`src/rtl/reg_file_pkg.sv`:
```
// rtl/reg_file_pkg.sv - shared widths and register index map for the CPU register file
package reg_file_pkg;

  localparam int DATA_BUS     = 16;
  localparam int REG_ADDR_BUS = 4;
  localparam int NUM_REGS     = 12;

  localparam logic [REG_ADDR_BUS-1:0] REG_R0   = 4'd0;
  localparam logic [REG_ADDR_BUS-1:0] REG_R1   = 4'd1;
  localparam logic [REG_ADDR_BUS-1:0] REG_R2   = 4'd2;
  localparam logic [REG_ADDR_BUS-1:0] REG_R3   = 4'd3;
  localparam logic [REG_ADDR_BUS-1:0] REG_R4   = 4'd4;
  localparam logic [REG_ADDR_BUS-1:0] REG_R5   = 4'd5;
  localparam logic [REG_ADDR_BUS-1:0] REG_R6   = 4'd6;
  localparam logic [REG_ADDR_BUS-1:0] REG_R7   = 4'd7;
  localparam logic [REG_ADDR_BUS-1:0] REG_SP   = 4'd8;
  localparam logic [REG_ADDR_BUS-1:0] REG_IH   = 4'd9;
  localparam logic [REG_ADDR_BUS-1:0] REG_RA   = 4'd10;
  localparam logic [REG_ADDR_BUS-1:0] REG_T    = 4'd11;
  localparam logic [REG_ADDR_BUS-1:0] REG_NONE = 4'd15;

  // Indices above T (reserved codes and NONE) have no backing storage.
  function automatic logic is_arch_reg(input logic [REG_ADDR_BUS-1:0] idx);
    return idx <= REG_T;
  endfunction

endpackage

```
`src/rtl/reg_read_port.sv`:
```
// rtl/reg_read_port.sv - one combinational read port with write-through bypass
module reg_read_port
  import reg_file_pkg::*;
#(
  parameter int DATA_W  = DATA_BUS,
  parameter int RADDR_W = REG_ADDR_BUS
) (
  input  logic [RADDR_W-1:0]               addr,
  input  logic                             wb_en,
  input  logic [RADDR_W-1:0]               wb_reg,
  input  logic [DATA_W-1:0]                wb_data,
  input  logic [NUM_REGS-1:0][DATA_W-1:0]  regs,
  output logic [DATA_W-1:0]                data
);

  always_comb begin
    data = '0;
    if (is_arch_reg(addr)) begin
      if (wb_en && (wb_reg == addr)) data = wb_data;
      else                           data = regs[addr];
    end
  end

endmodule

```
`src/rtl/reg_file.sv`:
```
// rtl/reg_file.sv - 12-entry architectural register file with two bypassed read ports
module reg_file
  import reg_file_pkg::*;
#(
  parameter int DATA_W  = DATA_BUS,
  parameter int RADDR_W = REG_ADDR_BUS
) (
  input  logic               clk,
  input  logic               rst,
  input  logic               wb_en,
  input  logic [RADDR_W-1:0] wb_reg,
  input  logic [DATA_W-1:0]  wb_data,
  input  logic [RADDR_W-1:0] rx_addr,
  input  logic [RADDR_W-1:0] ry_addr,
  output logic [DATA_W-1:0]  rx_data,
  output logic [DATA_W-1:0]  ry_data,
  output logic [DATA_W-1:0]  ih_data,
  output logic [DATA_W-1:0]  sp_data,
  output logic               t_flag
);

  logic [NUM_REGS-1:0][DATA_W-1:0] regs;

  always_ff @(posedge clk or negedge rst) begin
    if (!rst) begin
      regs <= '0;
    end else if (wb_en && is_arch_reg(wb_reg)) begin
      regs[wb_reg] <= wb_data;
    end
  end

  reg_read_port #(.DATA_W(DATA_W), .RADDR_W(RADDR_W)) u_port_x (
    .addr    (rx_addr),
    .wb_en   (wb_en),
    .wb_reg  (wb_reg),
    .wb_data (wb_data),
    .regs    (regs),
    .data    (rx_data)
  );

  reg_read_port #(.DATA_W(DATA_W), .RADDR_W(RADDR_W)) u_port_y (
    .addr    (ry_addr),
    .wb_en   (wb_en),
    .wb_reg  (wb_reg),
    .wb_data (wb_data),
    .regs    (regs),
    .data    (ry_data)
  );

  // Side outputs see committed storage only, never the bypass.
  assign ih_data = regs[REG_IH];
  assign sp_data = regs[REG_SP];
  assign t_flag  = regs[REG_T][0];

endmodule

```
`config.mk`:
```
export PLATFORM = sky130hd
export DESIGN_NAME = reg_file
export DESIGN_NICKNAME = d
export VERILOG_FILES = /design/src/rtl/reg_file_pkg.sv /design/src/rtl/reg_read_port.sv /design/src/rtl/reg_file.sv
export SDC_FILE = /design/constraint.sdc
export NUM_CORES = 1
export LEC_CHECK = 0
export CORE_AREA = 2 2 140 142
export CTS_BUF_LIST = sky130_fd_sc_hd__clkbuf_8
export DETAILED_ROUTE_END_ITERATION = 10
export DIE_AREA = 0 0 142 144
export PLACE_DENSITY = 0.81
export SETUP_SLACK_MARGIN = 0.3
export SLEW_MARGIN = 20
export SYNTH_ARGS = -nofsm -noshare
export SYNTH_HDL_FRONTEND = slang
export SYNTH_SLANG_ARGS = --single-unit
```
`constraint.sdc`:
```
create_clock -name clk -period 3.06 [get_ports clk]
set_input_delay 0.612 -clock clk [delete_from_list [all_inputs] [get_ports clk]]
set_output_delay 0.612 -clock clk [all_outputs]
set_load 0.02 [all_outputs]
```
**Word-level counts from Yosys, hierarchy flattened**

Cells that the tools add are included.

- Output and inout port bits: 65
- Register bits: 192
- Input bits: 31
- Logic and storage cells: 36

- Reduce and logical (&&, ||, !) cells: 4
- Multiplexer cells: 11
- $lt $le $gt $ge: 7
- Equal/unequal tests: 2

Operator list:

| cell | number |
|---|---|
| bitwise mux 192 bit | 1 |
| binary-select mux 16 bit (select 4 bit) | 2 |
| 2-to-1 mux 16 bit | 7 |
| demux 16 bit (select 4 bit) | 1 |
| less-than comparator 4 x 5 -> 1 bit, second input constant | 3 |
| <= comparator 4 bit, second input constant | 3 |
| == test 4 bit | 2 |
| greater-or-equal comparator 4 x 1 -> 1 bit, second input constant | 1 |
| logical AND 1 bit | 4 |

**Depth between registers and ports, before layout**

Gate-level depths: netlist of the first run.

- Depth in word-level cells: 5
- Mapped depth: 8

**Modules after synthesis**

From an unflattened synthesis of the first run, not the netlist that was laid out.

- Cell total of the unflattened synthesis: 824
- Area total of the unflattened synthesis: 11681.2 um^2

By module, submodules not included:

| module | times used | sequential area each (um^2) | cells an instance | area each (um^2) |
|---|---|---|---|---|
| reg_file | 1 | 4804.6 | 468 | 7657.3 |
| reg_read_port | 2 | 0.0 | 178 | 2011.9 |

**Worst setup path before layout of the first run**

No wires, ideal clock.

- Kind: input -> output
- From: input rx_addr[2]
- To: output rx_data[10]
- Data required time: 2.448 ns
- Slack: -0.246 ns
- Stages: 6
- Arrival time: 2.694 ns
- Path through: clkbuf_1 -> xor2_1 -> nor3_2 -> clkbuf_1 -> a21oi_1 -> a2111oi_0

- Longest elaborated chain between the ends: 4

RTL lines:

| item | line | RTL |
|---|---|---|
| from (decl) | reg_file.sv:13 | `input logic [RADDR_W-1:0] rx_addr,` |
| binary-select mux 16 bit (select 4 bit) / == test 4 bit (equally long branches) | reg_read_port.sv:20, reg_read_port.sv:19 |  |
| 2-to-1 mux 16 bit (not written as such) / logical AND 1 bit (equally long branches) | reg_read_port.sv:20, reg_read_port.sv:19 |  |
| 2-to-1 mux 16 bit | reg_read_port.sv:19 | `if (wb_en && (wb_reg == addr)) data = wb_data;` |
| 2-to-1 mux 16 bit (*) | reg_read_port.sv:18 | `if (is_arch_reg(addr)) begin` |
| to (decl) | reg_file.sv:15 | `output logic [DATA_W-1:0] rx_data,` |

Mark *: on every way between the ends. The rest lies on a longest branch, timed or not. The select of a mux whose other input is x is not followed.

**Worst setup path after layout of the first run**

- From: input rx_addr[1]
- To: output rx_data[1]

The elaborated chain is that of the path after synthesis.

==> flow_summary.toml, run 1 <==
[worst_setup_path]
crit_required_ns = 2.45
criticalPathCategory = "input port to output pin"
path_cells = "buf_16, buf_12, buf_12, buf_8, mux4_2, mux2_4, a211oi_2, a2111oi_2, buf_4"
cp_top_family = "multiplexers"
slowest_delay_ns = 0.51
cpMaxStageDelayCell = "mux4_2"
startpoint = "rx_addr[1]"
critPathMaxFanout = 6
crit_arrival_ns = 2.45
start_kind = "input port"
endpoint_kind = "output pin"
r2r_start = "sp_data[5]$_DFFE_PN0P_"
cpMostUsedCell = "buf_12"
path_buf_inv = 5

[die]
fp.dieH_um = 144
die_x_um = 142
initial_core_util_pct = 58.69
core_area_um2 = 19080
num_rows = 51
io_pins = 96
design.die.area_um2 = 20450

[placed_design]
dpl.cell_count = 1215
port-buffer-count = 95
post-place-ws_ns = -0.7095
dp_hpwl_um = 22210
routabilityCongestion = 0.9023

[synth]
ys_types = 34
yosys.area.top_type = "dfrtp_1"
synthArstFlopShare_pct = 100.0
syn_area_per_cell_um2 = 12.67
synth_edf_count = 0
synth-seq-area-share_pct = 42.91
synth_cells = 884
ys_top_cells_by_area = "dfrtp_1 43%, mux4_2 17%, mux2_2 14%, o21ai_0 3.6%, buf_4 2.9%"
synthesis.area_um2 = 11200
ys_seq_elements = 192
synth_warnings = 0
synth_nets = 915
synth_top_area_share_pct = 42.91
ys.flop_type = "dfrtp_1"

[route]
route.detailed.drc = 0
vias_per_cell = 7.488
ant_nets = 0
vias = 9645
wire_per_inst_um = 32.48
firstDrtPassIters = 7
drt_iter0_markers = 1355
totalWireLength_um = 41830

[layout]
fillCellCount = 901
stdcell_count = 1288
register_area_um2 = 4805
syn_to_final_growth_pct = 33.40
multi_input_area_um2 = 6802
nets = 1068
drive_gt1_share_pct = 53.90
antenna_cells = 0
layout_commonest_cell = "dfrtp_1"
layout_common_cells = "192 x dfrtp_1, 122 x buf_4, 114 x mux2_2"

[sta]
finClkSkew_ns = 0
fmax_mhz = 326.8
whs_ns = 0.1397
setup_viol = 1
max-slew-margin-rel_pct = 22.74
hold_viol = 0
period_minus_slack_ns = 3.060
rsz0062_at_grt = "yes"
min_period_over_period_pct = 100.0
final_max_slew_viol_count = 0
layout_setup_ws_ns = -0.0004294
worst-slew-pin-transition_ns = 1.159

[clock_network]
cts_made_buffers = 17
cts_tree = "yes"
cts-root-buf = "clkbuf_8"
cts.clk_slew.worst_paths_ns = 0.11
htreeDepth = 4
clk_path_buf_depth = 2
cts.sinks = 192
clock_latency_ns = 0.49

[global_routing]
antenna_found_initial = 0
grt_max_degree = 78
grt_pass1_vias = 9602
grt_overflow_total = 0
grt.total_usage_pct = 38.63
grt_pass1_wl_um = 58380

[pwr]
vdd_drop_max_uv = 371.4
p_per_area_nw_per_um2 = 599.3
p_leak_uw = 0.006213

[hold_path]
hold_class = "input port to async pin"

[run_status]
run_status = "finished, violations left"
violations = "setup timing"

[job]
maxCapViolations = 0
[logic make-up (layout without fill, tap and decap cells)]
| kind of cell | count (synthesis) | count (layout) | share of synthesized area (%) |
|---|---|---|---|
| buf+inv | 126 | 292 | 6.526 |
| simple gates | 142 | 142 | 6.090 |
| flops | 192 | 192 | 42.91 |
| mux | 240 | 240 | 34.09 |
| xor+xnor | 8 | 8 | 0.6258 |
| compound gates | 176 | 176 | 9.755 |
[layer usage]
metal / GRT usage (%) / wire, um / share of wire [%] / vias to the layer above
met5: 0 / 0 / 0 / -
met4: 17.89 / 2868 / 6.9 / 0
met3: 11.39 / 5548 / 13 / 285
met2: 60.13 / 18950 / 45 / 1006
met1: 50.76 / 14470 / 35 / 4762
li1: - / - / - / 3592
[metrics by stage]
step / TNS (ns) / utilization [%] / total power (uW) / instance area (um^2)
CTS: 0 / 77.09 / 8474 / 14710
finish: -0.0004294 / 78.29 / 8952 / 14940
global placement: -18.93 / 69.21 / 6187 / 13210
detailed placement: -19.39 / 69.21 / 6323 / 13210
floorplan: 0 / - / 5373 / 11620
global route: -0.03685 / 78.29 / 9161 / 14940
[worst paths after layout]
| path | to | slack (ns) | depth (start not counted) |
|---|---|---|---|
| max reg2reg | sp_data[5]$_DFFE_PN0P_ | 2.16 | 2 |
| max | rx_data[1] | -0.0004 | 9 |
| min reg2reg | regs[9]$_DFFE_PN0P_ | 0.52 | 2 |
| max in group asynchronous | regs[180]$_DFFE_PN0P_ | 2.15 | 2 |
| min | regs[88]$_DFFE_PN0P_ | 0.14 | 1 |
| min in group clk | regs[9]$_DFFE_PN0P_ | 0.52 | 2 |
[worst reg2reg max path, stage by stage, from the launching register on]
cell and delay (ns):
dfrtp_1 0.48, nand2_1 0.12, o21ai_0 0.14
[repair_timing]
action | 4_1_cts | 5_1_grt
pin swaps | 60 | 14
cloned | 9 | 0
setup endpoints to repair | 32 | 32
hold buffers | 0 | 0
setup buffers | 15 | 17
resized for setup | 384 | 24
[flip-flops by register name, summed over array words and instances (netlist names)]
register  cells
t_flag        1
ih_data      16
sp_data      16
regs        159
[cell usage after synthesis, types with 4 or more instances]
library cell	number
dfrtp_1	192
mux2_2	144
mux4_2	87
nand2_1	82
o21ai_0	80
buf_4	43
nand2b_1	34
a21oi_1	32
a211oi_1	31
clkbuf_1	30
a2111oi_0	27
buf_2	27
inv_1	16
mux4_1	9
nor2_1	7
xor2_1	6
and2_1	4
nand3b_1	4
[power breakdown]
| group | switching, uW | internal [uW] |
|---|---|---|
| registers | 594 | 3100 |
| clock network | 1050 | 836 |
| logic | 1600 | 1780 |
[final cells by class]
| cell class | count | area share (%) |
|---|---|---|
| Sequential cell | 192 | 32.17 |
| Multi-Input combinational cell | 566 | 45.54 |
| Inverter | 16 | 0.4021 |
| Tap cell | 238 | 1.994 |
| Clock buffer | 17 | 1.566 |
| Timing Repair Buffer | 244 | 17.01 |
| Clock inverter | 15 | 1.324 |
(Power assumes the default switching activity.)
==> inputs of run 2 (changes only) <==
==> constraint.sdc (replaced) <==
create_clock -name clk -period 3.7 [get_ports clk]
set_input_delay 0.74 -clock clk [delete_from_list [all_inputs] [get_ports clk]]
set_output_delay 0.74 -clock clk [all_outputs]
set_load 0.02 [all_outputs]
==> flow_summary.toml, run 2 (synthesized netlist as in run 1, its figures left out) <==
[sta]
fmax_mhz = 276.8
final_max_slew_viol_count = 0
period_minus_slack_ns = 3.613
setup_viol = 0
max-slew-margin-rel_pct = 27.35
rsz0062_at_grt = "yes"
finClkSkew_ns = 0
min_period_over_period_pct = 97.65
hold_viol = 0
worst-slew-pin-transition_ns = 1.090

[worst_setup_path]
cpMostUsedCell = "buf_4"
path_buf_inv = 4
path_cells = "dlygate4sd2_1, xnor2_2, and2_1, buf_4, a21oi_1, a2111oi_1, buf_4, clkdlybuf4s15_2"
cpMaxStageDelayCell = "a2111oi_1"
critPathMaxFanout = 18
endpoint_kind = "output pin"
criticalPathCategory = "input port to output pin"
crit_required_ns = 2.96
slowest_delay_ns = 0.48
crit_arrival_ns = 2.87
cp_top_family = "buffers and inverters"
start_kind = "input port"

[run_status]
run_status = "completed"

[global_routing]
grt_busiest_layer = "met2"
grt_pass1_wl_um = 48130
grtUsageMet1_pct = 45.02
grt_overflow_total = 0
grt_pass1_vias = 8366
grt.total_usage_pct = 31.57
antenna_found_initial = 0
use_met2_pct = 48.33
grt_max_degree = 101
gr-usage-met3_pct = 8.079

[die]
num_rows = 51
initial_core_util_pct = 58.69
io_pins = 96
die_x_um = 142
design.die.area_um2 = 20450
fp.dieH_um = 144
core_area_um2 = 19080

[pwr]
p_sw_uw = 2151
p_leak_uw = 0.005627
clkPwrFrac_pct = 20.3
switching_share_pct = 33.28
vdd_drop_max_uv = 351.4
p_per_area_nw_per_um2 = 484.3
p_comb_share_pct = 33.8
p_int_uw = 4313
pwr-share-seq_pct = 45.8

[layout]
fin_util_pct = 69.95
drive_gt1_share_pct = 44.33
regMostFlops = "regs"
layout_common_cells = "192 x dfrtp_1, 144 x mux2_2, 87 x mux4_2"
antenna_cells = 0
layout_commonest_cell = "dfrtp_1"
nets = 1015
syn_to_final_growth_pct = 19.20
fillCellCount = 1171
stdcell_count = 1235
largest_reg_flops = 159

[route]
vias_per_cell = 6.737
wire_per_inst_um = 25.19
firstDrtPassIters = 5
totalWireLength_um = 31110
ant_nets = 0
drt_iter0_markers = 938
route.detailed.drc = 0
vias = 8320

[clock_network]
cts.clk_slew.worst_paths_ns = 0.11
cts-root-buf = "clkbuf_8"
cts_made_buffers = 17
cts.sinks = 192
cts_tree = "yes"
htreeDepth = 4
clock_latency_ns = 0.47
cts_hold_buf = 0
clk_path_buf_depth = 2

[job]
maxCapViolations = 0

[hold_path]
hold_class = "input port to async pin"

[placed_design]
port-buffer-count = 95
dp_hpwl_um = 21140
dpl.cell_count = 1195
routabilityCongestion = 0.9402
==> run 2: cell types whose count changed in the layout (fill, tap and decap cells not counted), sizes merged, moves of 2 or more <==
| cell | change |
|---|---|
| buf | -67 |
| bufinv | -3 |
| clkbuf | +4 |
| clkdlybuf4s15 | +6 |
| clkinv | -4 |
| clkinvlp | +3 |
| dlygate4sd2 | +5 |
| dlymetal6s2s | +2 |
==> run 2: layout make-up <==
cell class	count	area (um^2)	area share, %
multi-input combinational	566	6012	45.05
sequential	192	4805	36.00
timing repair buffer	191	1803	13.51
tap	238	297.8	2.231
clock buffer	21	289.0	2.166
clock inverter	11	80.08	0.6000
inverter	16	60.06	0.4500
==> run 2: power groups by stage <==
stage | clock, uW | combinational [uW] | sequential, uW
final | 1310 | 2190 | 2960
after global routing | 1420 | 2330 | 3020
after CTS | 1320 | 2120 | 2940
after detailed placement | 0 | 2100 | 2980
after global placement | 0 | 2030 | 2950
after floorplan | 0 | 1500 | 2830
==> run 2: metrics by stage <==
stage / power, uW / setup TNS, ns / hold WS (ns) / area [um^2] / setup slack, ns
after floorplan: 4329 / 0 / 0.4444 / 11220 / 0.1475
after global placement: 4979 / -11.28 / 0.4770 / 12660 / -0.5807
after detailed placement: 5074 / -10.92 / 0.4930 / 12660 / -0.5339
after CTS: 6382 / 0 / 0.3698 / 13170 / 0.2565
after global routing: 6761 / 0 / 0.3907 / 13350 / 0.1367
final: 6464 / 0 / 0.3177 / 13350 / 0.08710
==> run 2: what timing repair did <==
item,4_1_cts,5_1_grt
cloned,1,0
setup endpoints to repair,32,28
setup buffers,3,4
endpoints found under the hold margin,0,0
gates resized for setup,198,27
pin swaps,8,5
==> run 2: worst paths after layout <==
kind	end	from	slack, ns	cells past startpoint
worst min register to register	regs[79]$_DFFE_PN0P_	regs[79]$_DFFE_PN0P_	0.51	2
worst max-delay path	ry_data[3]	wb_reg[1]	0.09	8
min in group clk	regs[79]$_DFFE_PN0P_	regs[79]$_DFFE_PN0P_	0.51	2
worst max register to register	ih_data[0]$_DFFE_PN0P_	ih_data[0]$_DFFE_PN0P_	2.87	1
worst min-delay path	regs[24]$_DFFE_PN0P_	rst	0.32	1
max in group asynchronous	regs[34]$_DFFE_PN0P_	rst	2.59	2
==> run 2: layer usage <==
| layer | vias up | share of wire [%] |
|---|---|---|
| met1 | 4308 | 42 |
| li1 | 3505 | - |
| met4 | 0 | 2.6 |
| met2 | 435 | 47 |
| met5 | - | 0 |
| met3 | 72 | 8.3 |
==> inputs of run 3 (changes only) <==
==> constraint.sdc (replaced) <==
create_clock -name clk -period 4.45 [get_ports clk]
set_input_delay 0.89 -clock clk [delete_from_list [all_inputs] [get_ports clk]]
set_output_delay 0.89 -clock clk [all_outputs]
set_load 0.02 [all_outputs]
==> flow_summary.toml, run 3 (synthesized netlist as in run 1, its figures left out) <==
[run_status]
run_status = "completed"

[sta]
period_minus_slack_ns = 4.293
whs_ns = 0.4953
rsz0062_at_grt = "yes"
hold_viol = 0
fmax_mhz = 233.0
final_max_slew_viol_count = 0
max-slew-margin-rel_pct = 32.25
worst-slew-pin-transition_ns = 1.016
finClkSkew_ns = 0
min_period_over_period_pct = 96.46
setup_viol = 0

[die]
core_area_um2 = 19080
initial_core_util_pct = 58.69
num_rows = 51
fp.dieH_um = 144
design.die.area_um2 = 20450
io_pins = 96
die_x_um = 142

[route]
vias_per_cell = 6.719
vias = 8264
firstDrtPassIters = 5
drt_iter0_markers = 861
route.detailed.drc = 0
totalWireLength_um = 30440
wire_per_inst_um = 24.75
ant_nets = 0

[layout]
regMostFlops = "regs"
multi_input_area_um2 = 5871
nets = 1011
largest_reg_flops = 159
antenna_cells = 0
layout_common_cells = "192 x dfrtp_1, 144 x mux2_2, 87 x mux4_2"
syn_to_final_growth_pct = 17.22
fillCellCount = 1249
layout_commonest_cell = "dfrtp_1"
register_area_um2 = 4805
stdcell_count = 1230
drive_gt1_share_pct = 39.52
final_area_um2 = 13130

[global_routing]
grt_pass1_vias = 8206
grt_overflow_total = 0
grt.total_usage_pct = 31.01
grt_max_degree = 111
antenna_found_initial = 0
grt_pass1_wl_um = 47470

[clock_network]
cts_made_buffers = 17
htreeDepth = 4
clock_latency_ns = 0.47
cts_tree = "yes"
clk_path_buf_depth = 2
cts-root-buf = "clkbuf_8"
cts.sinks = 192
cts.clk_slew.worst_paths_ns = 0.10

[pwr]
p_per_area_nw_per_um2 = 412.4
clkPwrFrac_pct = 21.2
p_int_uw = 3657
vdd_drop_max_uv = 292.4
p_sw_uw = 1757
p_leak_uw = 0.005626
pwr-share-seq_pct = 45.4
switching_share_pct = 32.45
p_comb_share_pct = 33.4

[worst_setup_path]
start_kind = "input port"
crit_arrival_ns = 3.40
criticalPathCategory = "input port to output pin"
critPathMaxFanout = 11
endpoint_kind = "output pin"
crit_required_ns = 3.56

[hold_path]
hold_class = "input port to async pin"

[placed_design]
port-buffer-count = 95
routabilityCongestion = 0.9388
dpl.cell_count = 1197
dpl_cell_area_um2 = 12530
dp_hpwl_um = 20540

[job]
maxCapViolations = 0
[run 3: cell count changes in the layout (fill, tap and decap cells not counted), moves of 5 or more]
cell | previous run | this run
buf_2 | 26 | 4
dlygate4sd2_1 | 6 | 21
buf_12 | 17 | 8
a211oi_1 | 22 | 30
buf_4 | 75 | 83
a211oi_2 | 9 | 2
clkdlybuf4s50_1 | 49 | 56
a2111oi_4 | 7 | 1
clkdlybuf4s15_2 | 6 | 0
dlymetal6s2s_1 | 2 | 8
a2111oi_0 | 0 | 5
buf_6 | 6 | 1
[run 3: path summary, 6_finish.rpt]
check / startpoint / end / slack (ns) / cells after the start
max: ry_addr[2] / ry_data[6] / 0.16 / 8
min: rst / regs[56]$_DFFE_PN0P_ / 0.50 / 1
max reg2reg: ih_data[5]$_DFFE_PN0P_ / ih_data[5]$_DFFE_PN0P_ / 3.63 / 1
min reg2reg: regs[65]$_DFFE_PN0P_ / regs[65]$_DFFE_PN0P_ / 0.51 / 2
max in group asynchronous: rst / regs[68]$_DFFE_PN0P_ / 3.05 / 2
min in group clk: regs[65]$_DFFE_PN0P_ / regs[65]$_DFFE_PN0P_ / 0.51 / 2
[run 3: critical path, cell delays in order]
cell and delay [ns]:
clkdlybuf4s50_1 0.49, xor2_2 0.22, nor3_4 0.34, buf_4 0.24, a21oi_1 0.09, a2111oi_2 0.35
buf_4 0.18, clkdlybuf4s50_1 0.59
[run 3: final cells by class]
| class | instances | area share [%] |
|---|---|---|
| clock buffer | 18 | 1.888 |
| timing repair buffer | 186 | 13.01 |
| clock inverter | 13 | 1.039 |
| multi-input combinational | 567 | 44.73 |
| inverter | 16 | 0.4576 |
| sequential | 192 | 36.61 |
| tap | 238 | 2.269 |
[run 3: through the flow]
step           setup TNS [ns]  utilization (%)  total power (uW)  setup slack, ns
3_3_place_gp         -0.03142            65.69              4148         -0.03142
2_1_floorplan               0                -              3590           0.5878
3_5_place_dp         -0.05825            65.69              4227         -0.05222
4_1_cts                     0            68.14              5370          0.07449
5_1_grt                     0            68.79              5659           0.1420
6_report                    0            68.79              5413           0.1575
[run 3: power groups by stage]
stage               combinational [uW]  clock [uW]  sequential, uW
floorplan                         1240           0            2360
global placement                  1710           0            2440
detailed placement                1760           0            2470
CTS                               1770        1160            2440
global route                      1930        1230            2500
finish                            1810        1150            2460
[run 3: what timing repair did]
item / CTS / global route
setup endpoints to repair: 32 / 21
gates resized for setup: 52 / 38
pin swaps: 5 / 3
hold buffers: 0 / 0
setup buffers: 1 / 0
hold endpoints to repair: 0 / 0
cloned: 1 / 0
[run 3: per-layer routing]
layer / part of all wire [%] / vias to the layer above / track usage [%]
li1: - / 3487 / -
met2: 47 / 473 / 46.78
met5: 0 / - / 0
met3: 10 / 69 / 8.179
met1: 41 / 4235 / 44.42
met4: 2.5 / 0 / 10.37
